### config.mk
export PLATFORM = sky130hd
export DESIGN_NAME = calc_cmd_driver
export DESIGN_NICKNAME = d
export VERILOG_FILES = /design/src/rtl/calc_cmd_driver.sv
export SDC_FILE = /design/constraint.sdc
export NUM_CORES = 1
export LEC_CHECK = 0
export BUFFER_PORTS_ARGS = -buffer_cell sky130_fd_sc_hd__clkbuf_2
export CORE_ASPECT_RATIO = 2
export CORE_MARGIN = 2
export CORE_UTILIZATION = 50
export CTS_BUF_LIST = sky130_fd_sc_hd__clkbuf_4
export DETAILED_ROUTE_END_ITERATION = 8
export PLACE_DENSITY = 0.72
export SETUP_SLACK_MARGIN = 0.3
export SYNTH_ARGS = -nofsm -noshare
export SYNTH_HDL_FRONTEND = slang
export SYNTH_SLANG_ARGS = --single-unit
### constraint.sdc
create_clock -name clk -period 3.3 [get_ports clk]
set_clock_uncertainty 0.05 [all_clocks]
set_input_delay 0.165 -clock clk [delete_from_list [all_inputs] [get_ports clk]]
set_output_delay 0.165 -clock clk [all_outputs]
set_load 0.03 [all_outputs]
### src/rtl/calc_cmd_driver.sv
// calc_cmd_driver: command sequencer for the tt_um_calculator_chip.
// Queues (op, operand) commands in a small FIFO, replays each with a one-cycle
// Enter press followed by a release, and captures the calculator result.
// Optional feature macro: CALC_DRV_SHADOW_EN (shadow accumulator that flags
// any disagreement between the calculator result and an internal model).
module calc_cmd_driver #(
    parameter int FIFO_DEPTH = 4
) (
    input  logic       clk,
    input  logic       rst,
    input  logic       cmd_valid,
    output logic       cmd_ready,
    input  logic [1:0] cmd_op,
    input  logic [7:0] cmd_num,
    output logic [7:0] calc_num,
    output logic [1:0] calc_op,
    output logic       calc_enter,
    input  logic [7:0] calc_result,
    output logic       res_valid,
    output logic [7:0] res_data,
    output logic       busy,
    output logic       mismatch
);

    localparam int AW = (FIFO_DEPTH > 2) ? $clog2(FIFO_DEPTH) : 1;

    typedef enum logic [1:0] {
        ST_IDLE    = 2'd0,
        ST_DRIVE   = 2'd1,
        ST_RELEASE = 2'd2,
        ST_SAMPLE  = 2'd3
    } state_t;

    state_t      state_r;
    state_t      state_nx_s;

    // FIFO entry layout: {op[1:0], num[7:0]}
    logic [9:0]  fifo_mem_r [FIFO_DEPTH];
    logic [AW:0] wr_ptr_r;
    logic [AW:0] rd_ptr_r;
    logic        full_s;
    logic        empty_s;
    logic        push_s;
    logic        pop_s;
    logic [9:0]  head_s;

    logic [7:0]  calc_num_r;
    logic [1:0]  calc_op_r;
    logic        calc_enter_r;
    logic        res_valid_r;
    logic [7:0]  res_data_r;

    logic [7:0]  calc_num_nx_s;
    logic [1:0]  calc_op_nx_s;
    logic        calc_enter_nx_s;
    logic        res_valid_nx_s;
    logic [7:0]  res_data_nx_s;

    // Extra pointer bit distinguishes full (MSBs differ) from empty (equal).
    assign empty_s = (wr_ptr_r == rd_ptr_r);
    assign full_s  = (wr_ptr_r[AW] != rd_ptr_r[AW]) &&
                     (wr_ptr_r[AW-1:0] == rd_ptr_r[AW-1:0]);
    assign push_s  = cmd_valid && !full_s;
    assign head_s  = fifo_mem_r[rd_ptr_r[AW-1:0]];

    assign cmd_ready  = !full_s;
    assign busy       = !empty_s || (state_r != ST_IDLE);
    assign calc_num   = calc_num_r;
    assign calc_op    = calc_op_r;
    assign calc_enter = calc_enter_r;
    assign res_valid  = res_valid_r;
    assign res_data   = res_data_r;

    // FIFO storage write; contents need no reset because pointers gate reads.
    always_ff @(posedge clk) begin
        if (push_s) begin
            fifo_mem_r[wr_ptr_r[AW-1:0]] <= {cmd_op, cmd_num};
        end
    end

    // FIFO pointers; push and pop in the same cycle are both honoured.
    always_ff @(posedge clk) begin
        if (rst) begin
            wr_ptr_r <= '0;
            rd_ptr_r <= '0;
        end else begin
            if (push_s) begin
                wr_ptr_r <= wr_ptr_r + {{AW{1'b0}}, 1'b1};
            end
            if (pop_s) begin
                rd_ptr_r <= rd_ptr_r + {{AW{1'b0}}, 1'b1};
            end
        end
    end

    // Next-state and next-output logic for the Enter press/release sequencer.
    always_comb begin
        state_nx_s      = state_r;
        pop_s           = 1'b0;
        calc_num_nx_s   = calc_num_r;
        calc_op_nx_s    = calc_op_r;
        calc_enter_nx_s = 1'b0;
        res_valid_nx_s  = 1'b0;
        res_data_nx_s   = res_data_r;
        case (state_r)
            ST_IDLE, ST_SAMPLE: begin
                if (!empty_s) begin
                    pop_s           = 1'b1;
                    calc_num_nx_s   = head_s[7:0];
                    calc_op_nx_s    = head_s[9:8];
                    calc_enter_nx_s = 1'b1;
                    state_nx_s      = ST_DRIVE;
                end else begin
                    state_nx_s      = ST_IDLE;
                end
            end
            ST_DRIVE: begin
                // Enter drops here; the calculator has sampled it this cycle.
                state_nx_s = ST_RELEASE;
            end
            ST_RELEASE: begin
                // Calculator output now reflects the operation just entered.
                res_data_nx_s  = calc_result;
                res_valid_nx_s = 1'b1;
                state_nx_s     = ST_SAMPLE;
            end
            default: begin
                state_nx_s = ST_IDLE;
            end
        endcase
    end

    // State and registered calculator/result outputs.
    always_ff @(posedge clk) begin
        if (rst) begin
            state_r      <= ST_IDLE;
            calc_num_r   <= 8'd0;
            calc_op_r    <= 2'd0;
            calc_enter_r <= 1'b0;
            res_valid_r  <= 1'b0;
            res_data_r   <= 8'd0;
        end else begin
            state_r      <= state_nx_s;
            calc_num_r   <= calc_num_nx_s;
            calc_op_r    <= calc_op_nx_s;
            calc_enter_r <= calc_enter_nx_s;
            res_valid_r  <= res_valid_nx_s;
            res_data_r   <= res_data_nx_s;
        end
    end

`ifdef CALC_DRV_SHADOW_EN
    logic [7:0] shadow_acc_r;
    logic       mismatch_r;

    // Reference behaviour of the calculator for one Enter press, mod 256.
    function automatic logic [7:0] calc_model(input logic [1:0] op,
                                              input logic [7:0] num,
                                              input logic [7:0] acc);
        logic [7:0] res;
        case (op)
            2'b00:   res = num + acc;
            2'b01:   res = num - acc;
            2'b10:   res = num | acc;
            2'b11:   res = (num == acc) ? 8'd1 : 8'd0;
            default: res = acc;
        endcase
        return res;
    endfunction

    // Shadow accumulator steps with the calculator; any disagreement is sticky.
    always_ff @(posedge clk) begin
        if (rst) begin
            shadow_acc_r <= 8'd0;
            mismatch_r   <= 1'b0;
        end else begin
            if (state_r == ST_DRIVE) begin
                shadow_acc_r <= calc_model(calc_op_r, calc_num_r, shadow_acc_r);
            end
            if ((state_r == ST_RELEASE) && (calc_result != shadow_acc_r)) begin
                mismatch_r <= 1'b1;
            end
        end
    end

    assign mismatch = mismatch_r;
`else
    assign mismatch = 1'b0;
`endif

endmodule

# == After elaboration in Yosys (flattened, before gate mapping) ==
# Memories as Yosys holds them, arrays and structs flattened. A register that Yosys moved wholly into a read port is not among the register bits.
# Cells that the tools add are included.
# totals
word_cells,32
mem_bits_rw,40
memories,1
inputBits,21
ff_bits,18
output_inout_bits,23
# memory_table
memory,depth,width,rd,rd_clocked_by_memory_dff,wr,line_no,source
fifo_mem_r,4,10,1,1,1,38,logic [9:0] fifo_mem_r [FIFO_DEPTH];
# op_classes
eq_ne,6
n_bitwise,1
n_addsub,2
n_mux,7
n_reduce_logical,9
# op_table
cell,count
$add A3 B1 Y3 const B,2
$mux W1,6
$pmux W2 S3,1
$eq A2 B2 Y1 const B,2
$eq A3 B3 Y1,1
$eq A2 B1 Y1 const B,1
$eq A2 B2 Y1,1
$logic_and A1 B1 Y1,2
$logic_not A1 Y1,2
$logic_not A2 Y1,1
$reduce_and A2 Y1,1
$reduce_bool A2 Y1,1
$reduce_or A2 Y1,1
$logic_or A1 B1 Y1,1
$ne A1 B1 Y1,1
$not A1 Y1,1

# == Depth between registers and ports, before layout ==
# depth
ltp_word,6
depth_mapped,5
ltp_nobuf,5

# == Least setup slack after synthesis ==
# No wires, ideal clock.
# synth_path
path_kind,register -> register
startpoint,reg rd_ptr_r[2]
endpoint,"mem fifo_mem_r[3][0], enable pin"
path_buffers,0
path_stages_with_launch,4
path_slack_ns,1.602
required_time_ns,2.907
period_less_slack_ns,1.698
arrival_ns,1.305
path_cell_list,dfxtp_1 xnor2_1 o31a_1 and2_1
# synth_between
elab_chain_cells,6
# synth_rtl
element,line_no,source
from (decl),40,logic [AW:0] rd_ptr_r;
from (signal assigned),91,"rd_ptr_r <= rd_ptr_r + {{AW{1'b0}}, 1'b1};"
$ne A1 B1 Y1,61,assign full_s = (wr_ptr_r[AW] != rd_ptr_r[AW]) &&
$logic_and A1 B1 Y1,61,
$logic_not A1 Y1,63,assign push_s = cmd_valid && !full_s;
$logic_and A1 B1 Y1,63,
$mux W1,76,if (push_s) begin
$mux W1 (not written as such),77,"fifo_mem_r[wr_ptr_r[AW-1:0]] <= {cmd_op, cmd_num};"
to (decl),38,
# No other way between the ends.

# == Worst setup path in the final report ==
# layout_path
startpoint,reg rd_ptr_r[0]
endpoint,out cmd_ready
# layout_between
elab_chain_cells,3
# layout_rtl
element,line_no,source
$eq A2 B2 Y1,62,(wr_ptr_r[AW-1:0] == rd_ptr_r[AW-1:0]);
$logic_and A1 B1 Y1,61,
$logic_not A1 Y1,66,assign cmd_ready = !full_s;
to (decl),12,"output logic cmd_ready,"
# No other way between the ends.

==> reports/results.env <==
YOSYS.AREA.TOP_TYPE_SHARE_PCT=43.9
GRT_USAGE_PCT=16.2
R2R_CELLS=3
KIND_OF_CELL_ADDING_THE_MOST_DELAY_TO_THE_CRITICAL_PATH='flip-flops'
YS_SEQ_AREA_SHARE_PCT=64.4
TIMING_HOLD_VIOLATIONS_FINAL=0
CORE_REGION_AREA_UM2=5370
DIEHEIGHT_UM=109
IRDROPWORSTVDD_V=0.000509
POST_ROUTE_CELLS_DRIVE_ABOVE_1_SHARE_PCT=28.6
GRT_FIRST_PASS_WIRELENGTH_UM=7260
ANTENNADIODECOUNT=0
MIN_PERIOD_PS=2180
FIN_TNS_SETUP_PS=0
FINALSETUPVIOLCOUNT=0
WORST-SETUP-PATH-TYPE='register to output port'
FINAL_NETS=282
STATUS='finished clean'
CRIT_FANOUT=9
CTS_NUM_SINKS=68
DETAIL_ROUTE.VIAS_PER_CELL=5.08
SYN2LAYOUT_AREA_GROWTH_PCT=20.0
SETUP_REPAIR_AFTER_GLOBAL_ROUTING_MISSED_ITS_MARGIN='false'
CP-START-KIND='register'
GRT-OVFL-TOTAL=0
PATH_CELLS='buf_4 > xnor2_1 > nand3_1 > clkbuf_2'
MAX_CAP_VIOLATIONS=0
DIE-WIDTH_UM=56.3
NETLIST.TOP_CELL.BY_AREA='sky130_fd_sc_hd__edfxtp_1'
REPORT.POWER.TOTAL_W=0.00234
GRT_ANTENNA_BEFORE_REPAIR=0
PLACE.DETAILED.INSTANCES=285
SYNTH_FF_TYPE='sky130_fd_sc_hd__edfxtp_1'
HOLDPATHSTAGES=3
VIAS=1619
CTS_ROOT_BUF='sky130_fd_sc_hd__clkbuf_4'
SYNTH_SEQ_CELLS=68
SYNTH.MOST_COMMON_CELL='sky130_fd_sc_hd__edfxtp_1'
PWR_DENSITY_CELL_nW_PER_UM2=712
CTS_REPAIR_RESIZE_COUNT=0
DRT-TOTAL-WL_UM=4420
WORST_PATH_MAX_DELAY_CELL='sky130_fd_sc_hd__dfxtp_1'
POST_ROUTE_CELL_AREA_UM2=3280
TIMING.RR.START='rd_ptr_r[0]$_SDFFE_PP0P_'
MAX-SLEW-MARGIN-REL_PCT=64.2
TRITONCTS.NUM_BUFFERS=9
PIN_COUNT=44
CRIT_BUF_INV=2
DRTITER0DRC=26
PLACED_CELL_AREA_UM2=2980
CP.ARRIVAL_PS=1960
PLACEMENT_ROWS=38
WORSTSETUPENDPOINTTYPE='output port'
WORST_MARGIN_SLEW_PS=537
MAXIMUM_NUMBER_OF_PINS_ON_ONE_NET_BEFORE_GLOBAL_ROUTE_REPAIR=26
SYNTH_EDF_COUNT=40
CTS_POST_SETUP_BUFFERS_INSERTED=0
SYNTH_NET_COUNT=219
CTS_TREE='yes'
YS_TOP_CELLS_BY_COUNT='40 x sky130_fd_sc_hd__edfxtp_1, 28 x sky130_fd_sc_hd__dfxtp_1, 25 x sky130_fd_sc_hd__nand2_1, 20 x sky130_fd_sc_hd__mux2i_1, 12 x sky130_fd_sc_hd__nor2_1'
WORSTREG2REGEND='fifo_mem_r[1][7]$_DFFE_PP_'
POST_ROUTE_NON_FILLER_STANDARD_CELL_COUNT=319
SYNTH_CELL_TYPES=31
ANT_NETS=0
BEGINNING_OF_THE_WORST_HOLD_PATH='cmd_valid'
CTS.HTREE.LEVELS=3
ROUTE.DETAILED.WL_PER_INST_UM=13.9
ROUTE.DETAILED.DRC=0
GPL.FINAL_WEIGHTED_CONGESTION=0.790
REQUIRED_TIME_AT_THE_WORST_SLACK_ENDPOINT_PS=3080
NETLIST_AREA_UM2=2730
TIMING.FMAX_MHz=459
CRITICAL-PATH-MAX-STAGE-DELAY_PS=660
DRTPASS1ITERATIONS=4
PLACE.PORT_BUFFERS=42
SYN_AVG_CELL_AREA_UM2=14.3
SYNTH.TOP_CELLS.BY_AREA='sky130_fd_sc_hd__edfxtp_1 44%, sky130_fd_sc_hd__dfxtp_1 21%, sky130_fd_sc_hd__mux4_2 8.2%, sky130_fd_sc_hd__mux2i_1 7.3%, sky130_fd_sc_hd__nand2_1 3.4%'
GRT_PASS1_VIAS=1580
CLK_PIN_SLEW_WORST_PATHS_PS=110
DESIGN.DIE.AREA_UM2=6110
FINAL_HPWL_DP_UM=3210
FINAL.PERIOD_UTILIZATION_PCT=66.0
MAX_SLEW_VIOLATIONS=0
WORSTSKEWPAIRLATENCY_PS=410
NETLIST_INSTANCES=191
START_UTIL_PCT=50.9
CTSLONGESTPATHBUFFERS=2
HP-CLASS='input port to register'
YS_ASYNC_SR_FRACTION_PCT=0
YOSYSWARNINGS=0
MIN_DELAY_WORST_ENDPOINT='wr_ptr_r[2]$_SDFFE_PP0P_'
P_LEAK_nW=1.29
R2R_SLACK_PS=1190
metal layers:
| metal | wire length, um | up-vias | part of all wire [%] | GRT usage (%) |
|---|---|---|---|---|
| met2 | 2390 | 37 | 54 | 28.1 |
| met3 | 184 | 8 | 4.2 | 4.31 |
| li1 | - | 816 | - | - |
| met4 | 99 | 0 | 2.2 | 11.2 |
| met5 | 0 | - | 0 | 0 |
| met1 | 1750 | 758 | 40 | 16.7 |
per-stage QoR:
stage	hold slack, ps	util, %	setup WS (ps)
after global routing	106	61.1	929
after CTS	59.8	61.1	1080
after floorplan	214	-	1600
after detailed placement	343	55.5	1150
after global placement	339	55.5	1200
final	94.9	61.1	1120
state kept, by name, summed over array words and instances (netlist names):
signal      flops
rd_ptr_r        3
calc_op         2
calc_num        8
res_valid       1
state_r         2
fifo_mem_r     40
wr_ptr_r        3
calc_enter      1
res_data        8
worst min-delay path: stages:
cell	delay, ps
sky130_fd_sc_hd__clkbuf_2	110
sky130_fd_sc_hd__a211o_1	120
sky130_fd_sc_hd__o311ai_0	100
repair_timing:
item                                    in CTS  in global routing
hold endpoints to repair                    48                  0
endpoints found under the setup margin       0                  0
hold buffers                                18                  0
kinds of logic after synthesis:
logic type	Yosys count	share of synthesized area, %
XOR/XNOR	6	1.92
AO/OA/AOI/OAI	10	2.84
AND/OR/NAND/NOR	49	7.96
flip-flops	68	64.4
buffers and inverters	18	2.97
other	1	0.137
adder cells (fa/ha/maj)	7	3.20
multiplexers	32	16.5
layout by cell type (no fill, tap or decap), types with 3 or more instances in the layout:
master	count
sky130_fd_sc_hd__dfxtp_1	28
sky130_fd_sc_hd__nand2_1	25
sky130_fd_sc_hd__clkinvlp_4	3
sky130_fd_sc_hd__nor2_1	12
sky130_fd_sc_hd__ha_1	7
sky130_fd_sc_hd__dlygate4sd3_1	18
sky130_fd_sc_hd__mux2i_1	20
sky130_fd_sc_hd__inv_1	7
sky130_fd_sc_hd__and2_1	4
sky130_fd_sc_hd__nor2b_1	3
sky130_fd_sc_hd__clkbuf_4	9
sky130_fd_sc_hd__mux4_2	10
sky130_fd_sc_hd__xnor2_1	3
sky130_fd_sc_hd__edfxtp_1	40
sky130_fd_sc_hd__clkbuf_2	42
sky130_fd_sc_hd__xor2_1	3
final cells by class:
class / instances / area [um^2]
fill: 447 / 2090
sequential: 68 / 1760
multi-input combinational: 105 / 891
timing repair buffer: 62 / 405
tap: 60 / 75.1
clock buffer: 9 / 67.6
clock inverter: 7 / 50.0
inverter: 8 / 30.0
worst max path at each step:
stage	startpoint	endpoint	slack (ps)	cells past startpoint
2_1_floorplan	rd_ptr_r[2]$_SDFFE_PP0P_	fifo_mem_r[3][0]$_DFFE_PP_	1600	3
3_3_place_gp	rd_ptr_r[0]$_SDFFE_PP0P_	fifo_mem_r[1][9]$_DFFE_PP_	1200	3
3_5_place_dp	rd_ptr_r[0]$_SDFFE_PP0P_	fifo_mem_r[1][7]$_DFFE_PP_	1150	3
4_1_cts	rd_ptr_r[0]$_SDFFE_PP0P_	cmd_ready	1080	4
5_1_grt	rd_ptr_r[0]$_SDFFE_PP0P_	cmd_ready	930	4
6_report	rd_ptr_r[0]$_SDFFE_PP0P_	cmd_ready	1120	4
report_power, final:
group / internal (W) / switching, W / leakage (nW)
clock network: 0.000156 / 0.000298 / 0.0587
registers: 0.00102 / 0.0000636 / 0.596
logic: 0.000347 / 0.000454 / 0.637
Power figures use the tool's default switching activity.
